$ cat src/rtl/my_fp_pkg.sv
// Shared FP32 field widths, special-value constants, divider FSM states and flag bit positions.
// Used by the divider and reusable by the FP32 multiplier.
package my_fp_pkg;

    localparam int EXP_W = 8;
    localparam int MAN_W = 23;
    localparam int BIAS  = 127;
    localparam int SIG_W = MAN_W + 1;
    localparam int Q_W   = MAN_W + 2;
    localparam int REM_W = MAN_W + 3;

    localparam logic [31:0] FP_NAN     = 32'h7F800001;
    localparam logic [30:0] FP_INF_MAG = 31'h7F800000;

    typedef enum logic [1:0] {
        IDLE,
        DIV,
        NORM,
        DONE
    } state_t;

    localparam int FLAG_INVALID = 3;
    localparam int FLAG_DBZ     = 2;
    localparam int FLAG_OVF     = 1;
    localparam int FLAG_UNF     = 0;

    typedef struct packed {
        logic zero;
        logic inf;
        logic nan;
    } fp_class_t;

endpackage

$ cat src/rtl/my_fp_div_if.sv
// Operand/result handshake bundle for my_fp_div; flags exist only with MY_FP_DIV_FLAGS_EN.
interface my_fp_div_if;

    logic        in_valid;
    logic        in_ready;
    logic [31:0] a;
    logic [31:0] b;
    logic        out_valid;
    logic        out_ready;
    logic [31:0] y;
`ifdef MY_FP_DIV_FLAGS_EN
    logic [3:0]  flags;
`endif

    modport slave (
        input  in_valid, a, b, out_ready,
        output in_ready, out_valid, y
`ifdef MY_FP_DIV_FLAGS_EN
        , output flags
`endif
    );

    modport master (
        output in_valid, a, b, out_ready,
        input  in_ready, out_valid, y
`ifdef MY_FP_DIV_FLAGS_EN
        , input flags
`endif
    );

endinterface

$ cat src/rtl/my_fp_classify.sv
// Combinational FP32 classifier: zero / inf / nan. Subnormal encodings are not special here.
module my_fp_classify
    import my_fp_pkg::*;
(
    input  logic [31:0] x,
    output fp_class_t   cls
);

    logic [EXP_W-1:0] e;
    logic [MAN_W-1:0] m;

    assign e        = x[30:23];
    assign m        = x[22:0];
    assign cls.zero = (e == '0) && (m == '0);
    assign cls.inf  = (&e) && (m == '0);
    assign cls.nan  = (&e) && (m != '0);

endmodule

$ cat src/rtl/my_fp_div.sv
// Sequential FP32 divider, radix-2 restoring, one quotient bit per cycle, truncating.
// Status flags {invalid, div_by_zero, overflow, underflow} are built only with MY_FP_DIV_FLAGS_EN.
//
//   state | meaning
//   IDLE  | in_ready high, waiting for operands
//   DIV   | one restoring step per cycle, cnt 0..24
//   NORM  | normalize quotient, range check, load y
//   DONE  | out_valid high, y held until out_ready
module my_fp_div
    import my_fp_pkg::*;
(
    input  logic       clk,
    input  logic       rst_n,
    my_fp_div_if.slave bus
);

    state_t             state, nxt;
    fp_class_t          ca, cb;
    logic               ys_r;
    logic [EXP_W-1:0]   ea_r, eb_r;
    logic [SIG_W-1:0]   dvsr_r;
    logic [REM_W-1:0]   rem_r, rem_sel;
    logic [REM_W:0]     diff;
    logic [Q_W-1:0]     q_r;
    logic [4:0]         cnt_r;
    logic [31:0]        y_r, spec_y, norm_y;
    logic               ys, is_nan, is_inf, is_zero, special, q_bit;
    logic signed [9:0]  e_norm;
    logic [MAN_W-1:0]   man;

    my_fp_classify u_cls_a (.x(bus.a), .cls(ca));
    my_fp_classify u_cls_b (.x(bus.b), .cls(cb));

    always_comb begin
        ys      = bus.a[31] ^ bus.b[31];
        is_nan  = ca.nan | cb.nan | (ca.inf & cb.inf) | (ca.zero & cb.zero);
        is_inf  = ca.inf | (cb.zero & ~ca.zero);
        is_zero = ca.zero | cb.inf;
        special = is_nan | is_inf | is_zero;
        if (is_nan)      spec_y = {ys, FP_NAN[30:0]};
        else if (is_inf) spec_y = {ys, FP_INF_MAG};
        else             spec_y = {ys, 31'h0};
    end

    // Restoring step: the borrow out of the 27-bit subtract decides the quotient bit.
    always_comb begin
        diff    = {1'b0, rem_r} - {3'b000, dvsr_r};
        q_bit   = ~diff[REM_W];
        rem_sel = q_bit ? diff[REM_W-1:0] : rem_r;
    end

    always_comb begin
        e_norm = $signed({2'b00, ea_r}) - $signed({2'b00, eb_r})
                 + (q_r[Q_W-1] ? $signed(10'(BIAS)) : $signed(10'(BIAS - 1)));
        man    = q_r[Q_W-1] ? q_r[MAN_W:1] : q_r[MAN_W-1:0];
        if (e_norm <= 10'sd0)        norm_y = {ys_r, 31'h0};
        else if (e_norm >= 10'sd255) norm_y = {ys_r, FP_INF_MAG};
        else                         norm_y = {ys_r, e_norm[7:0], man};
    end

    always_comb begin
        nxt = state;
        case (state)
            IDLE: if (bus.in_valid) nxt = special ? DONE : DIV;
            DIV:  if (cnt_r == 5'd24) nxt = NORM;
            NORM: nxt = DONE;
            DONE: if (bus.out_ready) nxt = IDLE;
            default: nxt = IDLE;
        endcase
    end

    always_ff @(posedge clk or negedge rst_n) begin
        if (!rst_n) state <= IDLE;
        else        state <= nxt;
    end

    always_ff @(posedge clk or negedge rst_n) begin
        if (!rst_n) begin
            ys_r   <= 1'b0;
            ea_r   <= '0;
            eb_r   <= '0;
            dvsr_r <= '0;
            rem_r  <= '0;
            q_r    <= '0;
            cnt_r  <= '0;
            y_r    <= '0;
        end else begin
            case (state)
                IDLE: if (bus.in_valid) begin
                    ys_r   <= ys;
                    ea_r   <= bus.a[30:23];
                    eb_r   <= bus.b[30:23];
                    dvsr_r <= {1'b1, bus.b[22:0]};
                    rem_r  <= {2'b00, 1'b1, bus.a[22:0]};
                    q_r    <= '0;
                    cnt_r  <= '0;
                    if (special) y_r <= spec_y;
                end
                DIV: begin
                    rem_r <= rem_sel << 1;
                    q_r   <= {q_r[Q_W-2:0], q_bit};
                    if (cnt_r != 5'd24) cnt_r <= cnt_r + 5'd1;
                end
                NORM: y_r <= norm_y;
                default: ;
            endcase
        end
    end

`ifdef MY_FP_DIV_FLAGS_EN
    logic [3:0] flags_r, spec_flags, norm_flags;

    always_comb begin
        spec_flags               = '0;
        spec_flags[FLAG_INVALID] = is_nan;
        spec_flags[FLAG_DBZ]     = ~is_nan & cb.zero & ~ca.zero & ~ca.inf;
        norm_flags               = '0;
        norm_flags[FLAG_UNF]     = (e_norm <= 10'sd0);
        norm_flags[FLAG_OVF]     = (e_norm >= 10'sd255);
    end

    always_ff @(posedge clk or negedge rst_n) begin
        if (!rst_n)                                flags_r <= '0;
        else if (state == IDLE && bus.in_valid && special) flags_r <= spec_flags;
        else if (state == NORM)                    flags_r <= norm_flags;
    end

    assign bus.flags = flags_r;
`endif

    assign bus.in_ready  = (state == IDLE);
    assign bus.out_valid = (state == DONE);
    assign bus.y         = y_r;

endmodule

$ cat src/flat_wrapper.sv
// flat-port wrapper written by rule: the top's interface ports become plain ports
module my_fp_div_flat import my_fp_pkg::*;
  (clk, rst_n, bus_in_valid, bus_a, bus_b, bus_out_ready, bus_in_ready, bus_out_valid, bus_y);
  my_fp_div_if bus_i ();
  input  logic clk;
  input  logic rst_n;
  input wire logic [$bits(bus_i.in_valid)-1:0] bus_in_valid;
  input wire logic [$bits(bus_i.a)-1:0] bus_a;
  input wire logic [$bits(bus_i.b)-1:0] bus_b;
  input wire logic [$bits(bus_i.out_ready)-1:0] bus_out_ready;
  output wire logic [$bits(bus_i.in_ready)-1:0] bus_in_ready;
  output wire logic [$bits(bus_i.out_valid)-1:0] bus_out_valid;
  output wire logic [$bits(bus_i.y)-1:0] bus_y;
  assign bus_i.in_valid = bus_in_valid;
  assign bus_i.a = bus_a;
  assign bus_i.b = bus_b;
  assign bus_i.out_ready = bus_out_ready;
  assign bus_in_ready = bus_i.in_ready;
  assign bus_out_valid = bus_i.out_valid;
  assign bus_y = bus_i.y;
  my_fp_div u_core (.clk(clk), .rst_n(rst_n), .bus(bus_i));
endmodule
$ cat config.mk
export PLATFORM = sky130hd
export DESIGN_NAME = my_fp_div_flat
export DESIGN_NICKNAME = d
export VERILOG_FILES = /design/src/rtl/my_fp_pkg.sv /design/src/rtl/my_fp_div_if.sv /design/src/rtl/my_fp_classify.sv /design/src/rtl/my_fp_div.sv /design/src/flat_wrapper.sv
export SDC_FILE = /design/constraint.sdc
export NUM_CORES = 1
export LEC_CHECK = 0
export CAP_MARGIN = 0
export CORE_MARGIN = 2
export CORE_UTILIZATION = 45
export CTS_CLUSTER_DIAMETER = 120
export DETAILED_ROUTE_END_ITERATION = 10
export PLACE_DENSITY = 0.63
export SLEW_MARGIN = 20
export SYNTH_ARGS = -nofsm -noshare
export SYNTH_HDL_FRONTEND = slang
export SYNTH_SLANG_ARGS = --single-unit
$ cat constraint.sdc
create_clock -name clk -period 4.5 [get_ports clk]
set_input_delay 0.9 -clock clk [delete_from_list [all_inputs] [get_ports clk]]
set_output_delay 0.9 -clock clk [all_outputs]
set_load 0.01 [all_outputs]
==> results.txt, run 1 <==
* Initial antenna violation count: 0
* Floorplan die area: 19,750 um2
* Number of violations of the max-capacitance limit: 0
- Number of nets produced by synthesis: 970
* Number of buffers added by the clock tree synthesis step: 17
- Largest driver fanout on the critical path: 13
- Area Growth Syn to Fin: 22.35%
* Count of mapped cells out of synthesis: 860
* Yosys top cell by area: dfrtp_1
- Die Y: 140.5 um
- Via-per-instance ratio: 5.828
* Fraction of layout cells with a size suffix above 1: 0.1378
- Total number of placement rows: 49
* H-tree level count: 4
- In this run, the number of DRC markers left after iteration 0 of detailed routing was 400.
- Arr. time, crit path: 3.91 ns
* Number of endpoints with negative hold slack in the final report: 0
* Required time of the worst setup path: 4.81 ns
* Min cycle time layout: 3.600 ns
* Normalized max-slew margin: 0.4904
* Remaining design rule violation count: 0
- Largest net degree at the start of global routing: 82
- 0 antenna diodes ended up in the layout.
- After synthesis, the cell types taking the most area are dfrtp_1 39%, ha_1 6.0%, mux2_2 5.2%.
- Setup violations remaining at the end of the flow were counted as 0.
- Clock latency on the worst-skew pair, taken at its later pin, is 0.42 ns.
- Most frequently used flop master after synthesis: dfrtp_1
- Setup repair after global routing left no endpoint under its margin.
* Synth Warn #: 0
- Buffer count from post-CTS setup fixing: 0
- The via count of the first global-routing pass came to 6,862.
- The first global-routing pass estimated 35,920 um of wire.
- Once layout is complete, the utilization of the core stands at 0.5654.
- Top achievable clock speed: 277.8 MHz
- Counting every sink on the clock net gives 131.
- In the final timing run, aggregate negative setup slack is 0 ns.
- The initial utilization of the core area, before any placement, comes to 0.4621.
* Fraction of post-synthesis cell area in the top cell type by area: 0.3909
- After detailed routing, the average wire length per cell comes to 17.98 um.
- After floorplanning, the core was sized to cover 18,150 um2.
- The share of the Yosys chip area taken by registers is 0.3909.
- In this run the deepest clock path goes through 2 buffers.
- #FFs+latches synth: 131
- Outcome: complete, no violations
- Final worst-path cycle share: 0.8000
* Placer's final routability congestion estimate: 0.8673
* Hold crit path type: register to register
* Clock transition time at the flip-flop clock pins of the worst setup and hold paths: 0.06 ns
* Synth cell types: 80
- The count of pins over their slew limit is 0.
* Async set-or-reset flop fraction in the synthesized netlist: 1.000
- For this design, the CTS-stage hold fixing added 0 buffers.
- The net count of the finished layout is 1,062.
- Fill cell count: 1,618
- Across every metal layer, demand over resource in global routing totals 0.2264.
- Area taken by flip-flops and latches: 3278 um2
- Classification of the worst setup path: register to register
- EDFF count, synth: 0
* Clock tree from TritonCTS: built
- Area of the multi-input gates: 4727 um2
- Post-synthesis instance area: 8387 um2
* Clock Root Buffer: clkbuf_16
* Transition time of the tightest slew-check pin: 0.7644 ns
- STA classifies the critical path endpoint as a register.
* Antenna Nets Post-Route: 0
- Total via count after detailed routing: 6,959
- A synthesized cell averages 9.752 um2.
- Global routing finished with a remaining overflow of 0.
- Die width: 140.5 um
- IO buf count: 101
- Number of iterations in the first detailed-routing pass: 5
- IO Count: 102
- Once the clock tree was built, the resizer swapped 0 gates to a different size.
* Crit start category: register
* Overall routed net length: 21,460 um
* Placed wire-length estimate: 15,270 um
- Layout Skew: 0.009104 ns
## worst max-delay path: stages (launching register included)
cell and delay (ns):
dfrtp_1 0.32, inv_1 0.06, ha_1 0.23, fa_1 0.40, nor2b_1 0.19, o2111ai_1 0.23, a21boi_1 0.32, o211ai_2 0.16
a31oi_1 0.40, or3_1 0.46, buf_4 0.31, mux2i_1 0.10, a221o_1 0.31
## stage by stage
stage	hold slack [ns]	cells	cell area [um2]	worst slack [ns]
2_1_floorplan	0.4175	860	8387	1.567
3_3_place_gp	0.4405	1162	9639	0.5926
3_5_place_dp	0.4381	1162	9639	0.6351
4_1_cts	0.4522	1194	10260	0.9494
5_1_grt	0.4935	1194	10260	0.6710
6_report	0.4458	1194	10260	0.8999
## kinds of logic after synthesis
family | after synthesis | share of synthesized area
adder cells (fa/ha/maj) | 42 | 0.06445
XOR/XNOR | 29 | 0.03551
buffers and inverters | 99 | 0.04938
AO/OA/AOI/OAI | 235 | 0.2174
multiplexers | 68 | 0.08772
AND/OR/NAND/NOR | 256 | 0.1547
flip-flops | 131 | 0.3909
## worst paths after layout
check / end / cells past startpoint / startpoint / slack, ns
min in group asynchronous: u_core.dvsr_r[9]$_DFFE_PN0P_ / 1 / rst_n / 0.53
max in group asynchronous: u_core.bus.y[25]$_DFFE_PN0P_ / 2 / rst_n / 3.19
max reg2reg: u_core.rem_r[1]$_DFFE_PN0P_ / 12 / u_core.rem_r[0]$_DFFE_PN0P_ / 0.90
min: u_core.dvsr_r[23]$_DFFE_PN0P_ / 2 / u_core.dvsr_r[23]$_DFFE_PN0P_ / 0.45
max: u_core.rem_r[1]$_DFFE_PN0P_ / 12 / u_core.rem_r[0]$_DFFE_PN0P_ / 0.90
min reg2reg: u_core.dvsr_r[23]$_DFFE_PN0P_ / 2 / u_core.dvsr_r[23]$_DFFE_PN0P_ / 0.45
## sequential cells by signal, indices dropped and copies added, names as in the netlist
| register | flops |
|---|---|
| u_core.q_r | 25 |
| u_core.dvsr_r | 24 |
| u_core.eb_r | 8 |
| u_core.ea_r | 8 |
| u_core.state | 2 |
| u_core.ys_r | 1 |
| u_core.rem_r | 26 |
| u_core.bus.y | 32 |
| u_core.cnt_r | 5 |
## cell usage after synthesis (all sizes together) (11+ instances only)
| library cell | n |
|---|---|
| inv | 56 |
| nor4 | 15 |
| ha | 40 |
| a22o | 25 |
| or3 | 26 |
| nand3 | 27 |
| a21o | 12 |
| xnor2 | 20 |
| a21oi | 46 |
| a31oi | 19 |
| o21ai | 47 |
| dfrtp | 131 |
| nand2 | 91 |
| mux2 | 41 |
| nor2 | 23 |
| o41ai | 23 |
| nor2b | 14 |
| nor3 | 19 |
| clkbuf | 33 |
| mux2i | 27 |
| nand4 | 11 |
## area by class of cell
type,count,area share
clock buffer,17,0.04146
clock inverter,15,0.01914
inverter,56,0.02049
multi-input combinational,630,0.4607
sequential,131,0.3195
tap,229,0.02792
timing repair buffer,116,0.1108
## placed cells by master (no fill, tap or decap), drive strengths merged, types with 8 or more instances in the layout
cell type,count
nand4,11
clkdlybuf4s50,100
nor2b,14
nand3,27
xor2,8
nand2b,8
nand2,91
a31oi,19
a21o,12
buf,16
nor3,19
nor2,23
o21ai,47
o41ai,23
ha,40
nor4,15
dfrtp,131
a22o,25
mux2i,27
xnor2,20
clkbuf,17
a21oi,46
inv,62
or3,26
mux2,41
## metal layers
layer / global-route usage / wire [um] / part of all wire
met1: 0.3130 / 10190 / 0.47
met2: 0.3586 / 9827 / 0.46
met3: 0.05026 / 1047 / 0.049
met4: 0.06737 / 401 / 0.019
met5: 0 / 0 / 0
Power of run 1 is left out: the tool's default activity adds up to more than one toggle a clock period on the data nets, which glitch-free logic cannot reach.
==> run 2: changes to the inputs <==
==> constraint.sdc (replaced) <==
create_clock -name clk -period 3.7 [get_ports clk]
set_input_delay 0.74 -clock clk [delete_from_list [all_inputs] [get_ports clk]]
set_output_delay 0.74 -clock clk [all_outputs]
set_load 0.01 [all_outputs]
==> run 2 against run 1 <==
  * Clock-buffer cell count is 3 higher
  * Hold slack worse by 0.17 ns
  * Non-clock buffer count is 10 higher
  * Die area stayed put
  * Design area is 0.58% higher
  * Utilization is 0.33 points higher
  * Sequential cell count stayed put
  * Via count is 0.29% lower
==> results.txt, run 2 (same netlist as run 1, synthesis figures left out) <==
* Outcome: complete, no violations (unchanged)
* CP Buf/Inv Count: 3 (was 2)
* Final Max Tran Viols: 0 (unchanged)
- Die width: 140.5 um (unchanged)
* Transition time of the tightest slew-check pin: 0.7215 ns (was 0.7644 ns)
- Overall routed net length: 21,230 um (was 21,460 um)
- The sum of negative setup slack is 0 ns (unchanged).
- Initial antenna violation count: 0 (unchanged)
- Commonest cells after routing, fill and taps aside: 131 x dfrtp_1, 100 x clkdlybuf4s50_1, 89 x nand2_1, 56 x inv_1, 45 x a21oi_1 (unchanged)
- The detailed placer's ending HPWL is 15,320 um (was 15,270 um).
- The tightest hold margin was 0.2784 ns (was 0.4458 ns).
* Final worst-path cycle share: 0.9124 (was 0.8000)
- Gr ovfl total: 0 (unchanged)
- Normalized max-slew margin: 0.5190 (was 0.4904)
- Top achievable clock speed: 296.2 MHz (was 277.8 MHz)
- Remaining design rule violation count: 0 (unchanged)
* Largest driver fanout on the critical path: 23 (was 13)
- The gate family responsible for the most delay along the worst path is compound AO/OA/AOI/OAI gates (unchanged).
- Placed cell count: 1,172 (was 1,162)
- Detail-routed net length per standard cell: 17.63 um (was 17.98 um)
* Layout Skew: 0.01028 ns (was 0.009104 ns)
- The total iterations of the first detailed-routing run came to 5 (unchanged).
- Floorplan die area: 19,750 um2 (unchanged)
- Cell-by-cell listing of the critical path: inv_1, ha_1, inv_1, fa_1, inv_1, ha_1, nand3_1, mux2_4, xor2_1, a41oi_2, o221ai_2, o21a_2, o41ai_2 (was inv_1, ha_1, fa_1, nor2b_1, o2111ai_1, a21boi_1, o211ai_2, a31oi_1, or3_1, buf_4, mux2i_1, a221o_1)
- The signal arrival time at the worst endpoint was 3.64 ns (was 3.91 ns).
- Buffer count from post-CTS setup fixing: 0 (unchanged)
- Crit start category: register (unchanged)
- Wire length of the first global-routing pass: 35,540 um (was 35,920 um)
- Total via count after detailed routing: 6,939 (was 6,959)
* Register-to-register setup slack: 0.32 ns (was 0.90 ns)
* Hold crit path type: input pin to async pin (was register to register)
- Number of DRC violations after detailed-routing iteration 0: 364 (was 400)
- The number of cells upsized or downsized after cts is 0 (unchanged).
* Slowest cell on crit path: o21a_2 (was or3_1)
- IO buf count: 101 (unchanged)
* Antenna Nets Post-Route: 0 (unchanged)
- Area Growth Syn to Fin: 23.06% (was 22.35%)
- The area of combinational cells with multiple inputs came to 4733 um2 (was 4727 um2).
- The cell that appears most often on the critical path is inv_1.
- The buffer type at the clock tree root was clkbuf_16 (unchanged).
* Total Routing Usage GR: 0.2239 (was 0.2264)
- The leading cell type in the layout, fill and taps excluded is dfrtp_1 (unchanged).
- The source of the worst register-to-register timing path is u_core.ea_r[0]$_DFFE_PN0P_ (was u_core.rem_r[0]$_DFFE_PN0P_).
- Placer's final routability congestion estimate: 0.8802 (was 0.8673)
- Fill cell count: 1,619 (was 1,618)
- The placeable core region is 18,150 um2 (unchanged).
* Vias in the first global route: 6,786 (was 6,862)
- The height of the die came to 140.5 um (unchanged).
- Number of buffers added by the clock tree synthesis step: 17 (unchanged)
* IO Count: 102 (unchanged)
- Hold-fix buffers, CTS: 0 (unchanged)
- The critical path class is register to register (unchanged).
- The utilization after layout was 0.5687 (was 0.5654).
- The clock tree from TritonCTS was built (unchanged).
* Required time of the worst setup path: 3.97 ns (was 4.81 ns)
- Largest net degree at the start of global routing: 59 (was 82)
- Via-per-instance ratio: 5.763 (was 5.828)
- H-tree level count: 4 (unchanged)
- Clock latency of the later-clocked register in the worst-skew pair: 0.42 ns (about the same)
- The delay contributed by the slowest stage of the critical path is 0.62 ns (was 0.46 ns).
- The critical path startpoint was u_core.ea_r[0]$_DFFE_PN0P_ (was u_core.rem_r[0]$_DFFE_PN0P_).
- The clock period minus worst slack was 3.376 ns (was 3.600 ns).
- The net total in the final layout came to 1,072 (was 1,062).
* Number of endpoints with negative hold slack in the final report: 0 (unchanged)
- Total number of placement rows: 49 (unchanged)
- Antenna Cells: 0 (unchanged)
- Final non-filler cell total: 1,204 (was 1,194)
- The flip-flop count of the largest register after layout is 32 (unchanged).
- Count of endpoints failing setup in the final report: 0 (unchanged)
- The total area of sequential cells was 3278 um2 (unchanged).
- The max-capacitance violation count came to 0 (unchanged).
* CP Capture Type: register (unchanged)
- Fraction of layout cells with a size suffix above 1: 0.1456 (was 0.1378)
- Deepest clock path buffer count: 2 (unchanged)
* Clock transition time at the flip-flop clock pins of the worst setup and hold paths: 0.06 ns (about the same)
- The initial core utilization was 0.4621 (unchanged).
- Unrepaired setup endpoints after global routing: no (unchanged)
- The CTS sink count came to 131 (unchanged).
## run 2: final timing paths
| kind | cells after the start | to |
|---|---|---|
| hold / removal | 1 | u_core.dvsr_r[12]$_DFFE_PN0P_ |
| min in group clk | 2 | u_core.dvsr_r[23]$_DFFE_PN0P_ |
| hold reg to reg | 2 | u_core.dvsr_r[23]$_DFFE_PN0P_ |
| setup reg to reg | 13 | u_core.bus.y[15]$_DFFE_PN0P_ |
| setup / recovery | 13 | u_core.bus.y[15]$_DFFE_PN0P_ |
| max in group asynchronous | 2 | u_core.cnt_r[3]$_DFFE_PN0P_ |
## run 2: layer usage
layer,routed length [um],vias to the layer above,part of all wire,track usage
met5,0,-,0,0
met4,259,0,0.012,0.04842
met3,973,24,0.046,0.04479
met2,9772,176,0.46,0.3586
met1,10220,3348,0.48,0.3166
li1,-,3391,-,-
## run 2: worst register-to-register path: stages, from the launching register on
cell and delay (ns):
dfrtp_1 0.37, inv_1 0.05, ha_1 0.15, inv_1 0.05, fa_1 0.46, inv_1 0.08
ha_1 0.26, nand3_1 0.10, mux2_4 0.32, xor2_1 0.22, a41oi_2 0.15, o221ai_2 0.20
o21a_2 0.62, o41ai_2 0.19
## run 2: cell type report
type	count	share of cell area
Clock buffer	20	0.04425
Clock inverter	12	0.01273
Inverter	56	0.02037
Multi-Input combinational cell	630	0.4586
Sequential cell	131	0.3176
Tap cell	229	0.02776
Timing Repair Buffer	126	0.1187
## run 2: through the flow
stage                     area (um2)  worst slack (ns)
after global placement          9733            0.3882
after global routing           10320           0.05566
after floorplan                 8387            0.7671
after detailed placement        9733            0.2625
final                          10320            0.3240
after CTS                      10320            0.3318
Power of run 2 is left out for the same reason.
